$ cat src/rtl/snake_pkg.sv
`default_nettype none
// ============================================================================
// snake_pkg
// Shared board constants, tile codes and scheduler state encoding.
// Rev 1.0 - initial release
// ============================================================================
package snake_pkg;

  localparam int BOARD_COLS      = 40;
  localparam int BOARD_ROWS      = 30;
  localparam int BOARD_CELLS     = BOARD_COLS * BOARD_ROWS;
  localparam int BOARD_ADDR_BITS = 11;
  localparam int TILE_BITS       = 4;
  localparam int FRAME_CNT_BITS  = 4;

  typedef enum logic [TILE_BITS-1:0] {
    TILE_EMPTY = 4'd0,
    TILE_HEAD  = 4'd1,
    TILE_BODY  = 4'd2,
    TILE_FOOD  = 4'd3,
    TILE_WALL  = 4'd4
  } tile_t;

  typedef enum logic {
    ST_IDLE   = 1'b0,
    ST_UPDATE = 1'b1
  } sched_state_t;

  // Frames per game step; a speed of 0 behaves like 1.
  function automatic logic [FRAME_CNT_BITS-1:0] eff_div(input logic [FRAME_CNT_BITS-1:0] speed);
    return (speed == '0) ? FRAME_CNT_BITS'(1) : speed;
  endfunction

endpackage
`default_nettype wire

$ cat src/rtl/snake_frame_ticker.sv
`default_nettype none
// ============================================================================
// snake_frame_ticker
// Detects vsync rising edges and divides them down to a game-step tick.
// Rev 1.0 - initial release
// ============================================================================
module snake_frame_ticker
  import snake_pkg::*;
(
  input  logic                      clk,
  input  logic                      rst,
  input  logic                      i_vsync,
  input  logic [FRAME_CNT_BITS-1:0] i_speed,
  output logic                      o_tick
);

  logic                      r_vsync_q;
  logic [FRAME_CNT_BITS-1:0] r_frame_cnt;
  logic                      w_edge;
  logic                      w_wrap;
  logic [FRAME_CNT_BITS-1:0] w_last;

  // ">=" rather than "==" so lowering speed below the current count
  // still produces a tick on the very next edge.
  assign w_edge = i_vsync & ~r_vsync_q;
  assign w_last = eff_div(i_speed) - FRAME_CNT_BITS'(1);
  assign w_wrap = (r_frame_cnt >= w_last);
  assign o_tick = w_edge & w_wrap;

  // Edge history and frame counter, advanced once per vsync edge.
  always_ff @(posedge clk) begin
    if (rst) begin
      r_vsync_q   <= 1'b0;
      r_frame_cnt <= '0;
    end else begin
      r_vsync_q <= i_vsync;
      if (w_edge) begin
        r_frame_cnt <= w_wrap ? '0 : r_frame_cnt + FRAME_CNT_BITS'(1);
      end
    end
  end

endmodule
`default_nettype wire

$ cat src/rtl/snake_board_sched.sv
`default_nettype none
// ============================================================================
// snake_board_sched
// Step scheduler and board-RAM arbiter: video reads win, the engine is only
// granted while an update is in progress.
// Rev 1.0 - initial release
// ============================================================================
module snake_board_sched
  import snake_pkg::*;
#(
  parameter int C_addr_bits = 11,
  parameter int C_data_bits = 4
) (
  input  logic                   clk_pixel,
  input  logic                   reset,
  input  logic                   in_vsync,
  input  logic [3:0]             speed,
  output logic                   step,
  output logic                   busy,
  output logic                   overrun,
  input  logic                   gm_done,
  input  logic                   vid_req,
  input  logic [C_addr_bits-1:0] vid_addr,
  output logic [C_data_bits-1:0] vid_rdata,
  output logic                   vid_rvalid,
  input  logic                   gm_req,
  input  logic                   gm_we,
  input  logic [C_addr_bits-1:0] gm_addr,
  input  logic [C_data_bits-1:0] gm_wdata,
  output logic                   gm_ack,
  output logic [C_data_bits-1:0] gm_rdata,
  output logic                   gm_rvalid,
  output logic                   ram_en,
  output logic                   ram_we,
  output logic [C_addr_bits-1:0] ram_addr,
  output logic [C_data_bits-1:0] ram_wdata,
  input  logic [C_data_bits-1:0] ram_rdata
);

  sched_state_t           r_state;
  logic                   r_step;
  logic                   r_busy;
  logic                   r_overrun;
  logic                   r_rd_pend;
  logic                   r_rd_gm;
  logic [C_addr_bits-1:0] r_addr_q;
  logic [C_data_bits-1:0] r_wdata_q;

  logic w_tick;
  logic w_vid_issue;
  logic w_gm_issue;
  logic w_ret_ok;

  snake_frame_ticker u_ticker (
    .clk     (clk_pixel),
    .rst     (reset),
    .i_vsync (in_vsync),
    .i_speed (speed),
    .o_tick  (w_tick)
  );

  // Grants are masked during reset so every output reads 0 while it is held.
  assign w_vid_issue = vid_req & ~reset;
  assign w_gm_issue  = gm_req & ~vid_req & r_busy & ~reset;
  assign gm_ack      = w_gm_issue;

  // IDLE/UPDATE step control; gm_done beats a coincident tick.
  always_ff @(posedge clk_pixel) begin
    if (reset) begin
      r_state   <= ST_IDLE;
      r_step    <= 1'b0;
      r_busy    <= 1'b0;
      r_overrun <= 1'b0;
    end else begin
      r_step <= 1'b0;
      case (r_state)
        ST_IDLE: begin
          if (w_tick) begin
            r_step  <= 1'b1;
            r_busy  <= 1'b1;
            r_state <= ST_UPDATE;
          end
        end
        ST_UPDATE: begin
          if (gm_done) begin
            r_busy  <= 1'b0;
            r_state <= ST_IDLE;
          end else if (w_tick) begin
            r_overrun <= 1'b1;
          end
        end
        default: begin
          r_busy  <= 1'b0;
          r_state <= ST_IDLE;
        end
      endcase
    end
  end

  assign step    = r_step;
  assign busy    = r_busy;
  assign overrun = r_overrun;

  // Read-return tracking plus the address/data hold used on idle cycles.
  always_ff @(posedge clk_pixel) begin
    if (reset) begin
      r_rd_pend <= 1'b0;
      r_rd_gm   <= 1'b0;
      r_addr_q  <= '0;
      r_wdata_q <= '0;
    end else begin
      r_rd_pend <= w_vid_issue | (w_gm_issue & ~gm_we);
      r_rd_gm   <= w_gm_issue;
      if (w_vid_issue) begin
        r_addr_q <= vid_addr;
      end else if (w_gm_issue) begin
        r_addr_q  <= gm_addr;
        r_wdata_q <= gm_wdata;
      end
    end
  end

  // RAM port mux: video first, then a granted engine op, else hold.
  always_comb begin
    ram_en    = 1'b0;
    ram_we    = 1'b0;
    ram_addr  = r_addr_q;
    ram_wdata = r_wdata_q;
    if (w_vid_issue) begin
      ram_en   = 1'b1;
      ram_addr = vid_addr;
    end else if (w_gm_issue) begin
      ram_en    = 1'b1;
      ram_we    = gm_we;
      ram_addr  = gm_addr;
      ram_wdata = gm_wdata;
    end
  end

  // A return in flight when reset arrives is discarded.
  assign w_ret_ok   = r_rd_pend & ~reset;
  assign vid_rvalid = w_ret_ok & ~r_rd_gm;
  assign gm_rvalid  = w_ret_ok & r_rd_gm;
  assign vid_rdata  = vid_rvalid ? ram_rdata : '0;
  assign gm_rdata   = gm_rvalid ? ram_rdata : '0;

endmodule
`default_nettype wire
$ cat config.mk
export PLATFORM = sky130hd
export DESIGN_NAME = snake_board_sched
export DESIGN_NICKNAME = d
export VERILOG_FILES = /design/src/rtl/snake_pkg.sv /design/src/rtl/snake_frame_ticker.sv /design/src/rtl/snake_board_sched.sv
export SDC_FILE = /design/constraint.sdc
export NUM_CORES = 1
export LEC_CHECK = 0
export ABC_AREA = 0
export ABC_CLOCK_PERIOD_IN_PS = 2190
export BUFFER_PORTS_ARGS = -buffer_cell sky130_fd_sc_hd__clkbuf_2
export CAP_MARGIN = 20
export CORE_ASPECT_RATIO = 1.2
export CORE_MARGIN = 2
export CORE_UTILIZATION = 45
export CTS_CLUSTER_DIAMETER = 50
export CTS_CLUSTER_SIZE = 14
export DETAILED_ROUTE_END_ITERATION = 10
export GPL_ROUTABILITY_DRIVEN = 0
export PLACE_DENSITY = 0.74
export SETUP_SLACK_MARGIN = 0.02
export SKIP_CTS_REPAIR_TIMING = 1
export SYNTH_ARGS = -nofsm -noshare
export SYNTH_HDL_FRONTEND = slang
export SYNTH_SLANG_ARGS = --single-unit
$ cat constraint.sdc
create_clock -name clk_pixel -period 2.19 [get_ports clk_pixel]
set_input_delay 0.1095 -clock clk_pixel [delete_from_list [all_inputs] [get_ports clk_pixel]]
set_output_delay 0.1095 -clock clk_pixel [all_outputs]
set_load 0.01 [all_outputs]
* Word level (Yosys, flattened, before mapping)
Cells that the tools add are included.
** Storage, ports and cells
- Register bits after elaboration :: 26
- Bits of input ports :: 41
- Word-level logic and storage cells :: 55
** Operators by class
- Add/subtract/negate cells :: 2
- Order comparisons :: 1
- Equal/unequal tests :: 2
- Muxes and demuxes :: 18
- Bitwise logic cells :: 18
- Reduce and logical (&&, ||, !) cells :: 4
** Operators by type and width (count)
- 2-to-1 mux 4 bit :: 6
- 2-to-1 mux 11 bit :: 2
- AND 1 bit :: 10
- 2-to-1 mux 1 bit :: 8
- NOT 1 bit :: 7
- adder 4 x 1 -> 4 bit (second input constant) :: 1
- greater-or-equal comparator 4 bit :: 1
- logical NOT 4 bit :: 1
- case mux 1 bit (2 select lines) :: 2
- subtractor 4 x 1 -> 4 bit (second input constant) :: 1
- AND reduction 3 bit :: 1
- inequality test 2 x 1 -> 1 bit (second input constant) :: 1
- inequality test 2 bit (second input constant) :: 1
- AND reduction 2 bit :: 1
- OR reduction 2 bit :: 1
- OR 1 bit :: 1

* Depth between registers and ports, before layout
Gate-level depths: netlist of the first run.
- Depth in word-level cells :: 7
- Depth in mapped cells :: 9

* By module
Synthesis of the first run repeated with hierarchy kept, for this count alone.
** Second synthesis, totals
- Cell total of the unflattened synthesis :: 174
- Area, all modules :: 1496.4 µm²
** Modules (own cells, without submodules)
- snake_board_sched :: instances 1, cells an instance 133, area each 1119.8 µm², seq. area each 420.4 µm²
- snake_frame_ticker :: instances 1, cells an instance 41, area each 376.6 µm², seq. area each 100.1 µm²

* Worst setup path after synthesis of the first run
No wires, ideal clock.
- Path kind :: input to register
- Start point :: input port speed[1]
- End point :: register r_overrun (netlist: overrun)
- Library setup time :: 0.070 ns
- Arrival :: 1.661 ns
- Path slack :: 0.459 ns
- Stages :: 9
- Buffers on the path :: 0
- Cells stage by stage :: nor3_1 -> nor2_1 -> ha_1 -> xnor2_1 -> ha_1 -> o21a_1 -> nor2_1 -> or4_1 -> a21oi_1
** Between the ends
- Word-level cells in the longest chain between the ends :: 6
** RTL lines
- from (decl) :: RTL line snake_board_sched.sv:17 : input logic [3:0] speed,
- logical NOT 4 bit :: RTL line snake_pkg.sv:31 : return (speed == '0) ? FRAME_CNT_BITS'(1) : speed;
- 2-to-1 mux 4 bit (*) :: RTL line snake_pkg.sv:31
- subtractor 4 x 1 -> 4 bit (*) :: RTL line snake_frame_ticker.sv:26 : assign w_last = eff_div(i_speed) - FRAME_CNT_BITS'(1);
- greater-or-equal comparator 4 bit (*) :: RTL line snake_frame_ticker.sv:27 : assign w_wrap = (r_frame_cnt >= w_last);
- AND 1 bit (*) :: RTL line snake_frame_ticker.sv:28 : assign o_tick = w_edge & w_wrap;
- AND reduction 3 bit (no line) (*)
- to (signal assigned) :: RTL line snake_board_sched.sv:73 : r_overrun <= 1'b0;
- to (signal assigned) :: RTL line snake_board_sched.sv:89 : r_overrun <= 1'b1;
- to (decl) :: RTL line snake_board_sched.sv:43 : logic r_overrun;
Every way passes the cells marked *; elsewhere a longest branch is shown, timed or not.
A chain may end at the register's enable or synchronous reset.

* Worst setup path after layout of the first run
- Start point :: register u_ticker.r_frame_cnt[0]
- End point :: register r_state
** Between the ends
- Word-level cells in the longest chain between the ends :: 4
** RTL lines
- from (decl) :: RTL line snake_frame_ticker.sv:18 : logic [FRAME_CNT_BITS-1:0] r_frame_cnt;
- from (signal assigned) :: RTL line snake_frame_ticker.sv:38 : r_frame_cnt <= w_wrap ? '0 : r_frame_cnt + FRAME_CNT_BITS'(1);
- greater-or-equal comparator 4 bit :: RTL line snake_frame_ticker.sv:27
- AND 1 bit :: RTL line snake_frame_ticker.sv:28
- 2-to-1 mux 1 bit :: RTL line snake_board_sched.sv:78 : if (w_tick) begin
- case mux 1 bit (2 select lines) :: RTL line snake_board_sched.sv:76 : case (r_state)
- to (signal assigned) :: RTL line snake_board_sched.sv:81 : r_state <= ST_UPDATE;
- to (signal assigned) :: RTL line snake_board_sched.sv:87 : r_state <= ST_IDLE;
- to (signal assigned) :: RTL line snake_board_sched.sv:94 : r_state <= ST_IDLE;
- to (decl) :: RTL line snake_board_sched.sv:40 : sched_state_t r_state;
Every way passes these cells.

==> results.sh, run 1 <==
export IMPL_grt_first_pass_wirelength_um=6020
export IMPL_placement_rows=24
export IMPL_synth_fp_nets=251
export IMPL_area_growth_syn_to_layout_pct=26.4
export IMPL_die_width_um=59.2
export IMPL_setup_worst_path_end_class="register"
export IMPL_finalCritPeriodShare=0.814
export IMPL_design_portCount=72
export IMPL_synth_top_area_frac=0.316
export IMPL_cellLeakagePower_nw=0.947
export IMPL_min_period_ns=1.78
export IMPL_worst_path_dominant_cell_family="compound AO/OA/AOI/OAI gates"
export IMPL_yosys_top_cells_area="sky130_fd_sc_hd__dfxtp_1 (32%), sky130_fd_sc_hd__nand2_1 (9.1%), sky130_fd_sc_hd__a21oi_1 (8.2%)"
export IMPL_cts_reportedPaths_clkPinSlew_ns=0.09
export IMPL_buffer_ports_inserted=71
export IMPL_timing_critical_path_required_ns=2.34
export IMPL_share_of_cells_above_drive_strength_1=0.338
export IMPL_worstHoldPathType="in2reg"
export IMPL_layout_nets=317
export IMPL_wire_per_inst_um=11.8
export IMPL_status="finished, final reports clean"
export IMPL_synth_warning_count=0
export IMPL_first_global_vias=1454
export IMPL_max_stage_delay_on_crit_path_ns=0.48
export IMPL_finalMaxSlewViolations=0
export IMPL_number_of_antenna_violations_at_the_first_check_in_global_routing=0
export IMPL_synth_distinct_cells=32
export IMPL_synth_cells=204
export IMPL_drt_iter0_markers=122
export IMPL_avgSynthCellArea_um2=8.07
export IMPL_dr_total_vias=1636
export IMPL_slew_headroom=0.387
export IMPL_p_sw_frac=0.251
export IMPL_final_setup_skew_ns=0.00502
export IMPL_max_freq_mhz=561
export IMPL_htree_levels=1
export IMPL_tns_ns=0
export IMPL_report_final_setup_viol=0
export IMPL_drcViolationCount=0
export IMPL_gr_total_overflow=0
export IMPL_die_y_um=70.3
export IMPL_design_die_area_mm2=0.00416
export IMPL_detail_route_wirelength_um=3640
export IMPL_synth_seq_area_share=0.316
export IMPL_xor_xnor_share_of_the_synthesized_area=0.00532
export IMPL_synth_top_family_by_area="simple AND/OR/NAND/NOR gates"
export IMPL_power_frac_clock=0.342
export IMPL_placed_cells_incl_taps=304
export IMPL_final_non_filler_cell_total=308
export IMPL_grt_setup_unrepaired="no"
export IMPL_cp_slowest_cell="sky130_fd_sc_hd__a2111oi_4"
export IMPL_tritoncts_clock_tree="yes"
export IMPL_core_region_area_mm2=0.00357
export IMPL_clock_tree_buffer_depth=2
export IMPL_hold_violation_count_in_the_final_report=0
export IMPL_drt_pass1_iter_count=4
export IMPL_critical_path_buf_inv_count=1
export IMPL_grt_usage=0.180
export IMPL_insertedDiodeCount=0
export IMPL_crit_arrival_ns=1.93
export IMPL_ant_nets=0
export IMPL_maxCapViolations=0
export IMPL_critical_path_startpoint_type="register"
export IMPL_mappedNetlistArea_mm2=0.00165
export IMPL_peakVddDrop_mv=0.265
export IMPL_crit_path_cell_trace="inv_1 -> ha_1 -> nand2b_4 -> a2111oi_4 -> or4_4 -> a21oi_2"
export IMPL_route_detailed_vias_per_inst=5.31
export IMPL_pin_count_of_the_biggest_net_entering_global_routing=50
export IMPL_number_of_flip_flops_and_latches_in_the_synthesized_netlist=26
export IMPL_clk_root_buffer_cell="sky130_fd_sc_hd__clkbuf_8"
export IMPL_switching_power_mw=0.287
export IMPL_synthSimpleGateAreaFrac=0.296
export IMPL_p_comb_frac=0.216
export IMPL_place_hpwl_um=2820
export IMPL_worstSkewPairLatency_ns=0.26
export IMPL_synth_compound_area_share=0.252
export IMPL_power_density_mw_per_mm2=549
export IMPL_post_synth_mux_area_share=0.0274
export IMPL_initial_core_util=0.461
export IMPL_worst_slew_pin_slew_ns=0.917
export IMPL_criticalPathCategory="reg2reg"
export IMPL_synthAdderAreaFrac=0.0456
export IMPL_cts_buf_count=3
export IMPL_worstPathMaxFanout=6
export IMPL_power_sequential_fraction=0.442
export IMPL_clock_sink_count=26
export IMPL_synth_area_leader_cell="sky130_fd_sc_hd__dfxtp_1"
export IMPL_internal_power_mw=0.855
-- sequential cells by signal, summed over array words and instances (netlist names) --
name	flops
busy	1
overrun	1
r_addr_q	11
r_rd_gm	1
r_rd_pend	1
r_state	1
r_wdata_q	4
step	1
u_ticker.r_frame_cnt	4
u_ticker.r_vsync_q	1
-- power by group through the flow --
stage | Combinational (mW) | Sequential (mW) | Clock (mW)
after floorplan | 0.161 | 0.513 | 0
after global placement | 0.245 | 0.515 | 0
after detailed placement | 0.249 | 0.515 | 0
after CTS | 0.250 | 0.504 | 0.400
after global routing | 0.277 | 0.507 | 0.422
final | 0.247 | 0.504 | 0.391
-- cells in the mapped netlist --
| library cell | count |
|---|---|
| sky130_fd_sc_hd__o31ai_1 | 1 |
| sky130_fd_sc_hd__buf_4 | 1 |
| sky130_fd_sc_hd__ha_1 | 6 |
| sky130_fd_sc_hd__a21o_1 | 11 |
| sky130_fd_sc_hd__nor3b_1 | 2 |
| sky130_fd_sc_hd__nor2_1 | 8 |
| sky130_fd_sc_hd__and3b_1 | 1 |
| sky130_fd_sc_hd__nand2b_1 | 1 |
| sky130_fd_sc_hd__or4_1 | 1 |
| sky130_fd_sc_hd__o22ai_1 | 2 |
| sky130_fd_sc_hd__a221o_1 | 11 |
| sky130_fd_sc_hd__nor3_1 | 3 |
| sky130_fd_sc_hd__o211ai_1 | 2 |
| sky130_fd_sc_hd__a2111oi_4 | 1 |
| sky130_fd_sc_hd__nand3b_1 | 11 |
| sky130_fd_sc_hd__xnor2_1 | 1 |
| sky130_fd_sc_hd__or4_4 | 1 |
| sky130_fd_sc_hd__inv_1 | 4 |
| sky130_fd_sc_hd__and2_1 | 11 |
| sky130_fd_sc_hd__mux2_2 | 4 |
| sky130_fd_sc_hd__nand2_1 | 40 |
| sky130_fd_sc_hd__o21a_1 | 1 |
| sky130_fd_sc_hd__clkbuf_1 | 4 |
| sky130_fd_sc_hd__nor2b_1 | 7 |
| sky130_fd_sc_hd__nand3_1 | 1 |
| sky130_fd_sc_hd__a21oi_2 | 2 |
| sky130_fd_sc_hd__a21oi_1 | 27 |
| sky130_fd_sc_hd__nor3_4 | 1 |
| sky130_fd_sc_hd__dfxtp_1 | 26 |
| sky130_fd_sc_hd__buf_6 | 1 |
| sky130_fd_sc_hd__buf_2 | 9 |
| sky130_fd_sc_hd__nand2b_4 | 2 |
-- per-stage QoR --
stage | total power, mW | hold slack (ns) | setup WS (ns) | utilization | area [um^2]
detailed placement | 0.764 | 0.368 | 0.204 | 0.562 | 2010
global route | 1.21 | 0.0828 | 0.267 | 0.582 | 2080
finish | 1.14 | 0.0827 | 0.406 | 0.582 | 2080
floorplan | 0.674 | 0.238 | 0.459 | - | 1650
CTS | 1.15 | 0.0807 | 0.361 | 0.582 | 2080
global placement | 0.759 | 0.361 | 0.281 | 0.562 | 2010
-- final timing paths --
check,startpoint,to,slack [ns],depth (start not counted)
setup / recovery,u_ticker.r_frame_cnt[0],r_state,0.41,6
hold / removal,vid_addr[6],r_addr_q[6],0.08,3
setup reg to reg,u_ticker.r_frame_cnt[0],r_state,0.41,6
hold reg to reg,overrun,overrun,0.46,2
-- metal layers --
| layer | global-route usage | up-vias | wire length, um |
|---|---|---|---|
| met4 | 0.0404 | 0 | 17 |
| li1 | - | 848 | - |
| met1 | 0.220 | 749 | 1630 |
| met2 | 0.320 | 37 | 1840 |
| met3 | 0.0278 | 2 | 151 |
| met5 | 0 | - | 0 |
-- cells in the final DEF (no fill, tap or decap) --
master                       n
sky130_fd_sc_hd__clkbuf_2   71
sky130_fd_sc_hd__nand2_1    40
sky130_fd_sc_hd__a21oi_1    27
sky130_fd_sc_hd__dfxtp_1    26
sky130_fd_sc_hd__and2_1     11
sky130_fd_sc_hd__nand3b_1   11
sky130_fd_sc_hd__a221o_1    11
sky130_fd_sc_hd__a21o_1     11
sky130_fd_sc_hd__nor2_1      8
sky130_fd_sc_hd__nor2b_1     7
sky130_fd_sc_hd__ha_1        6
sky130_fd_sc_hd__buf_4       5
sky130_fd_sc_hd__inv_1       4
sky130_fd_sc_hd__mux2_2      4
sky130_fd_sc_hd__nor3_1      3
sky130_fd_sc_hd__clkbuf_8    3
sky130_fd_sc_hd__nor3b_1     2
sky130_fd_sc_hd__nand2b_4    2
sky130_fd_sc_hd__o22ai_1     2
sky130_fd_sc_hd__o211ai_1    2
sky130_fd_sc_hd__a21oi_2     2
sky130_fd_sc_hd__xnor2_1     1
sky130_fd_sc_hd__o31ai_1     1
sky130_fd_sc_hd__nor3_4      1
sky130_fd_sc_hd__and3b_1     1
sky130_fd_sc_hd__a2111oi_4   1
sky130_fd_sc_hd__o21a_1      1
sky130_fd_sc_hd__nand2b_1    1
sky130_fd_sc_hd__or4_4       1
sky130_fd_sc_hd__or4_1       1
sky130_fd_sc_hd__nand3_1     1
sky130_fd_sc_hd__bufinv_16   1
-- area by class of cell --
class                   instances  area [um^2]
well taps                      39         48.8
clock buffers                   3         41.3
repair buffers                 76          393
multi-input cells             159         1030
fillers                       332         1490
inverters                       4         15.0
flip-flops and latches         26          520
clock inverters                 1         30.0
-- worst register-to-register path, delay by kind of cell (launching register included) --
family	cells	cell delay (ns)
compound gates	2	0.53
fa+ha+maj	1	0.29
buf+inv	1	0.09
flops	1	0.39
simple gates	2	0.38
-- logic make-up after synthesis --
logic type / after synthesis
simple gates: 90
fa+ha+maj: 6
buf+inv: 19
compound gates: 58
flops: 26
xor+xnor: 1
mux: 4
(Power assumes the default switching activity.)
==> inputs of run 2 (changes only) <==
--- a/config.mk
+++ b/config.mk
@@ -5,13 +5,13 @@
 export SDC_FILE = /design/constraint.sdc
 export NUM_CORES = 1
 export LEC_CHECK = 0
-export ABC_AREA = 0
-export ABC_CLOCK_PERIOD_IN_PS = 2190
+export ABC_AREA = 1
+export ABC_CLOCK_PERIOD_IN_PS = 1600
 export BUFFER_PORTS_ARGS = -buffer_cell sky130_fd_sc_hd__clkbuf_2
 export CAP_MARGIN = 20
 export CORE_ASPECT_RATIO = 1.2
 export CORE_MARGIN = 2
-export CORE_UTILIZATION = 45
+export CORE_UTILIZATION = 41
 export CTS_CLUSTER_DIAMETER = 50
 export CTS_CLUSTER_SIZE = 14
 export DETAILED_ROUTE_END_ITERATION = 10
==> constraint.sdc (replaced) <==
create_clock -name clk_pixel -period 1.6 [get_ports clk_pixel]
set_input_delay 0.08 -clock clk_pixel [delete_from_list [all_inputs] [get_ports clk_pixel]]
set_output_delay 0.08 -clock clk_pixel [all_outputs]
set_load 0.01 [all_outputs]
==> results.sh, run 2 <==
export IMPL_core_region_area_mm2=0.00331
export IMPL_synth_area_leader_cell="sky130_fd_sc_hd__dfxtp_1"
export IMPL_finalMaxSlewViolations=0
export IMPL_reg_to_reg_end="u_ticker.r_frame_cnt[2]"
export IMPL_largest_register_ffs=11
export IMPL_synth_distinct_cells=22
export IMPL_tritoncts_clock_tree="yes"
export IMPL_maxCapViolations=0
export IMPL_die_y_um=68.3
export IMPL_grt_setup_unrepaired="yes"
export IMPL_share_of_cells_above_drive_strength_1=0.432
export IMPL_max_freq_mhz=603
export IMPL_place_hpwl_um=2460
export IMPL_most_used_standard_cell_by_instance_count_after_synthesis="sky130_fd_sc_hd__nand2_1"
export IMPL_power_frac_clock=0.349
export IMPL_initial_core_util=0.427
export IMPL_avgSynthCellArea_um2=6.69
export IMPL_layout_cells_most_common="sky130_fd_sc_hd__clkbuf_2"
export IMPL_power_sequential_fraction=0.448
export IMPL_layout_nets=340
export IMPL_worst_slew_pin_slew_ns=0.357
export IMPL_report_final_setup_viol=5
export IMPL_synth_top_area_frac=0.368
export IMPL_number_of_flops_mapped_to_enable_cells_by_yosys=0
export IMPL_worstHoldPathType="in2reg"
export IMPL_cts_reportedPaths_clkPinSlew_ns=0.09
export IMPL_post_synth_most_frequent_cells="sky130_fd_sc_hd__nand2_1 (58), sky130_fd_sc_hd__inv_1 (43), sky130_fd_sc_hd__dfxtp_1 (26)"
export IMPL_min_period_ns=1.66
export IMPL_synth_cells=211
export IMPL_area_growth_syn_to_layout_pct=48.6
export IMPL_drt_iter0_markers=15
export IMPL_dr_total_vias=1507
export IMPL_top_flip_flop_cell_by_instance_count_after_synthesis="sky130_fd_sc_hd__dfxtp_1"
export IMPL_criticalPathCategory="in2reg"
export IMPL_tns_ns=-0.227
export IMPL_top_register="r_addr_q"
export IMPL_number_of_antenna_violations_at_the_first_check_in_global_routing=0
export IMPL_placed_cell_area_mm2=0.00182
export IMPL_timing_critical_path_required_ns=1.81
export IMPL_wire_per_inst_um=10.3
export IMPL_cts_buf_count=3
export IMPL_gr_total_overflow=0
export IMPL_route_detailed_vias_per_inst=4.58
export IMPL_mappedNetlistArea_mm2=0.00141
export IMPL_worstSkewPairLatency_ns=0.27
export IMPL_hold_violation_count_in_the_final_report=0
export IMPL_p_sw_frac=0.251
export IMPL_clk_root_buffer_cell="sky130_fd_sc_hd__clkbuf_8"
export IMPL_number_of_flip_flops_and_latches_in_the_synthesized_netlist=26
export IMPL_finalCritPeriodShare=1.04
export IMPL_ant_nets=0
export IMPL_finish_utilization=0.634
export IMPL_critical_path_endpoint="u_ticker.r_frame_cnt[2]"
export IMPL_critical_path_startpoint_type="primary input"
export IMPL_peakVddDrop_mv=0.595
export IMPL_drcViolationCount=0
export IMPL_final_setup_skew_ns=0.00354
export IMPL_failed_checks="negative setup slack"
export IMPL_synth_fp_nets=258
export IMPL_detail_route_wirelength_um=3400
export IMPL_yosys_top_cells_area="sky130_fd_sc_hd__dfxtp_1 (37%), sky130_fd_sc_hd__nand2_1 (15%), sky130_fd_sc_hd__inv_1 (11%)"
export IMPL_internal_power_mw=1.15
export IMPL_worstPathMaxFanout=4
export IMPL_worst_r2r_cell_count=6
export IMPL_stdcell_area_mm2=0.00210
export IMPL_worstReg2RegStart="u_ticker.r_frame_cnt[3]"
export IMPL_clock_sink_count=26
export IMPL_synth_async_sr_flop_share=0
export IMPL_power_density_mw_per_mm2=733
export IMPL_switching_power_mw=0.386
export IMPL_synth_warning_count=0
export IMPL_setup_worst_path_end_class="register"
export IMPL_buffer_ports_inserted=71
export IMPL_placement_rows=23
export IMPL_htree_levels=1
export IMPL_cellLeakagePower_nw=1.31
export IMPL_drt_pass1_iter_count=3
export IMPL_insertedDiodeCount=0
export IMPL_commonest_cells_after_routing_fill_and_taps_aside="sky130_fd_sc_hd__clkbuf_2 (64), sky130_fd_sc_hd__nand2_1 (55), sky130_fd_sc_hd__inv_1 (42)"
export IMPL_p_comb_frac=0.203
export IMPL_crit_path_start="speed[2]"
export IMPL_first_global_vias=1223
export IMPL_grt_first_pass_wirelength_um=4810
export IMPL_die_width_um=57.6
export IMPL_post_route_worst_setup_slack_ns=-0.0570
export IMPL_clock_tree_buffer_depth=2
export IMPL_r2r_slack_ns=0.24
export IMPL_crit_arrival_ns=1.87
export IMPL_pin_count_of_the_biggest_net_entering_global_routing=16
export IMPL_design_portCount=72
export IMPL_slew_headroom=0.761
export IMPL_status="complete, but fails checks"
export IMPL_synth_seq_area_share=0.368
export IMPL_place_ws_ns=-0.259
export IMPL_top_regs="r_addr_q: 11 flops, r_wdata_q: 4 flops, u_ticker.r_frame_cnt: 4 flops"
export IMPL_grt_usage=0.156
export IMPL_design_die_area_mm2=0.00393
## run 2: cell types whose count changed after synthesis, moves of 6 or more
| cell | previous run | this run |
|---|---|---|
| sky130_fd_sc_hd__nor2b_1 | 7 | 0 |
| sky130_fd_sc_hd__and2_1 | 11 | 0 |
| sky130_fd_sc_hd__inv_1 | 4 | 43 |
| sky130_fd_sc_hd__nand3_1 | 1 | 17 |
| sky130_fd_sc_hd__a21oi_1 | 27 | 1 |
| sky130_fd_sc_hd__nand2_1 | 40 | 58 |
| sky130_fd_sc_hd__nor2_1 | 8 | 24 |
| sky130_fd_sc_hd__nand3b_1 | 11 | 0 |
| sky130_fd_sc_hd__a21o_1 | 11 | 0 |
| sky130_fd_sc_hd__o21ai_0 | 0 | 6 |
| sky130_fd_sc_hd__a221o_1 | 11 | 0 |
| sky130_fd_sc_hd__buf_2 | 9 | 2 |
| sky130_fd_sc_hd__nand3_2 | 0 | 9 |
## run 2: layer usage
layer / up-vias / share of wire / track usage
met3: 4 / 0.079 / 0.0302
met5: - / 0 / 0
met2: 57 / 0.51 / 0.274
met4: 0 / 0.011 / 0.0698
li1: 796 / - / -
met1: 650 / 0.40 / 0.183
## run 2: critical path, stage by stage
cell	delay, ns
sky130_fd_sc_hd__buf_6	0.09
sky130_fd_sc_hd__or3_4	0.39
sky130_fd_sc_hd__nor2_4	0.11
sky130_fd_sc_hd__nor2_2	0.04
sky130_fd_sc_hd__ha_2	0.18
sky130_fd_sc_hd__xnor2_2	0.13
sky130_fd_sc_hd__ha_1	0.19
sky130_fd_sc_hd__a21oi_1	0.26
sky130_fd_sc_hd__nand3_4	0.12
sky130_fd_sc_hd__nand2_2	0.10
sky130_fd_sc_hd__nand2_4	0.06
sky130_fd_sc_hd__nor2_2	0.09
## run 2: how the worst min path moves through the flow
stage                          to  cells after the start      from  slack, ns
6_report                r_rd_pend                      2     gm_we       0.02
5_1_grt                 r_rd_pend                      2     gm_we       0.04
2_1_floorplan  u_ticker.r_vsync_q                      2  in_vsync       0.19
4_1_cts                 r_rd_pend                      2     gm_we       0.01
3_5_place_dp   u_ticker.r_vsync_q                      3  in_vsync       0.30
3_3_place_gp   u_ticker.r_vsync_q                      3  in_vsync       0.29
## run 2: final cells by class
cell class	instances	area, um^2
sequential	26	522
tap	37	46.3
timing repair buffer	83	479
inverter	46	180
fill	317	1210
clock inverter	1	30.0
clock buffer	3	41.3
multi-input combinational	133	801
## run 2: cells by family after synthesis
| kind of cell | count (synthesis) | synth area share |
|---|---|---|
| flops | 26 | 0.368 |
| compound gates | 7 | 0.0248 |
| buf+inv | 53 | 0.156 |
| xor+xnor | 3 | 0.0186 |
| fa+ha+maj | 6 | 0.0531 |
| simple gates | 116 | 0.379 |
## run 2: per-stage QoR
| step | hold slack [ns] | instances | total power [mW] |
|---|---|---|---|
| 5_1_grt | 0.0375 | 329 | 1.61 |
| 6_report | 0.0171 | 329 | 1.54 |
| 3_3_place_gp | 0.293 | 317 | 0.962 |
| 3_5_place_dp | 0.305 | 317 | 0.969 |
| 2_1_floorplan | 0.187 | 211 | 0.857 |
| 4_1_cts | 0.0141 | 321 | 1.51 |
## run 2: power groups by stage
stage / clock network, mW / logic [mW] / registers [mW]
final: 0.537 / 0.312 / 0.690
after global routing: 0.566 / 0.350 / 0.693
after CTS: 0.549 / 0.269 / 0.687
after floorplan: 0 / 0.156 / 0.701
after global placement: 0 / 0.261 / 0.701
after detailed placement: 0 / 0.267 / 0.702
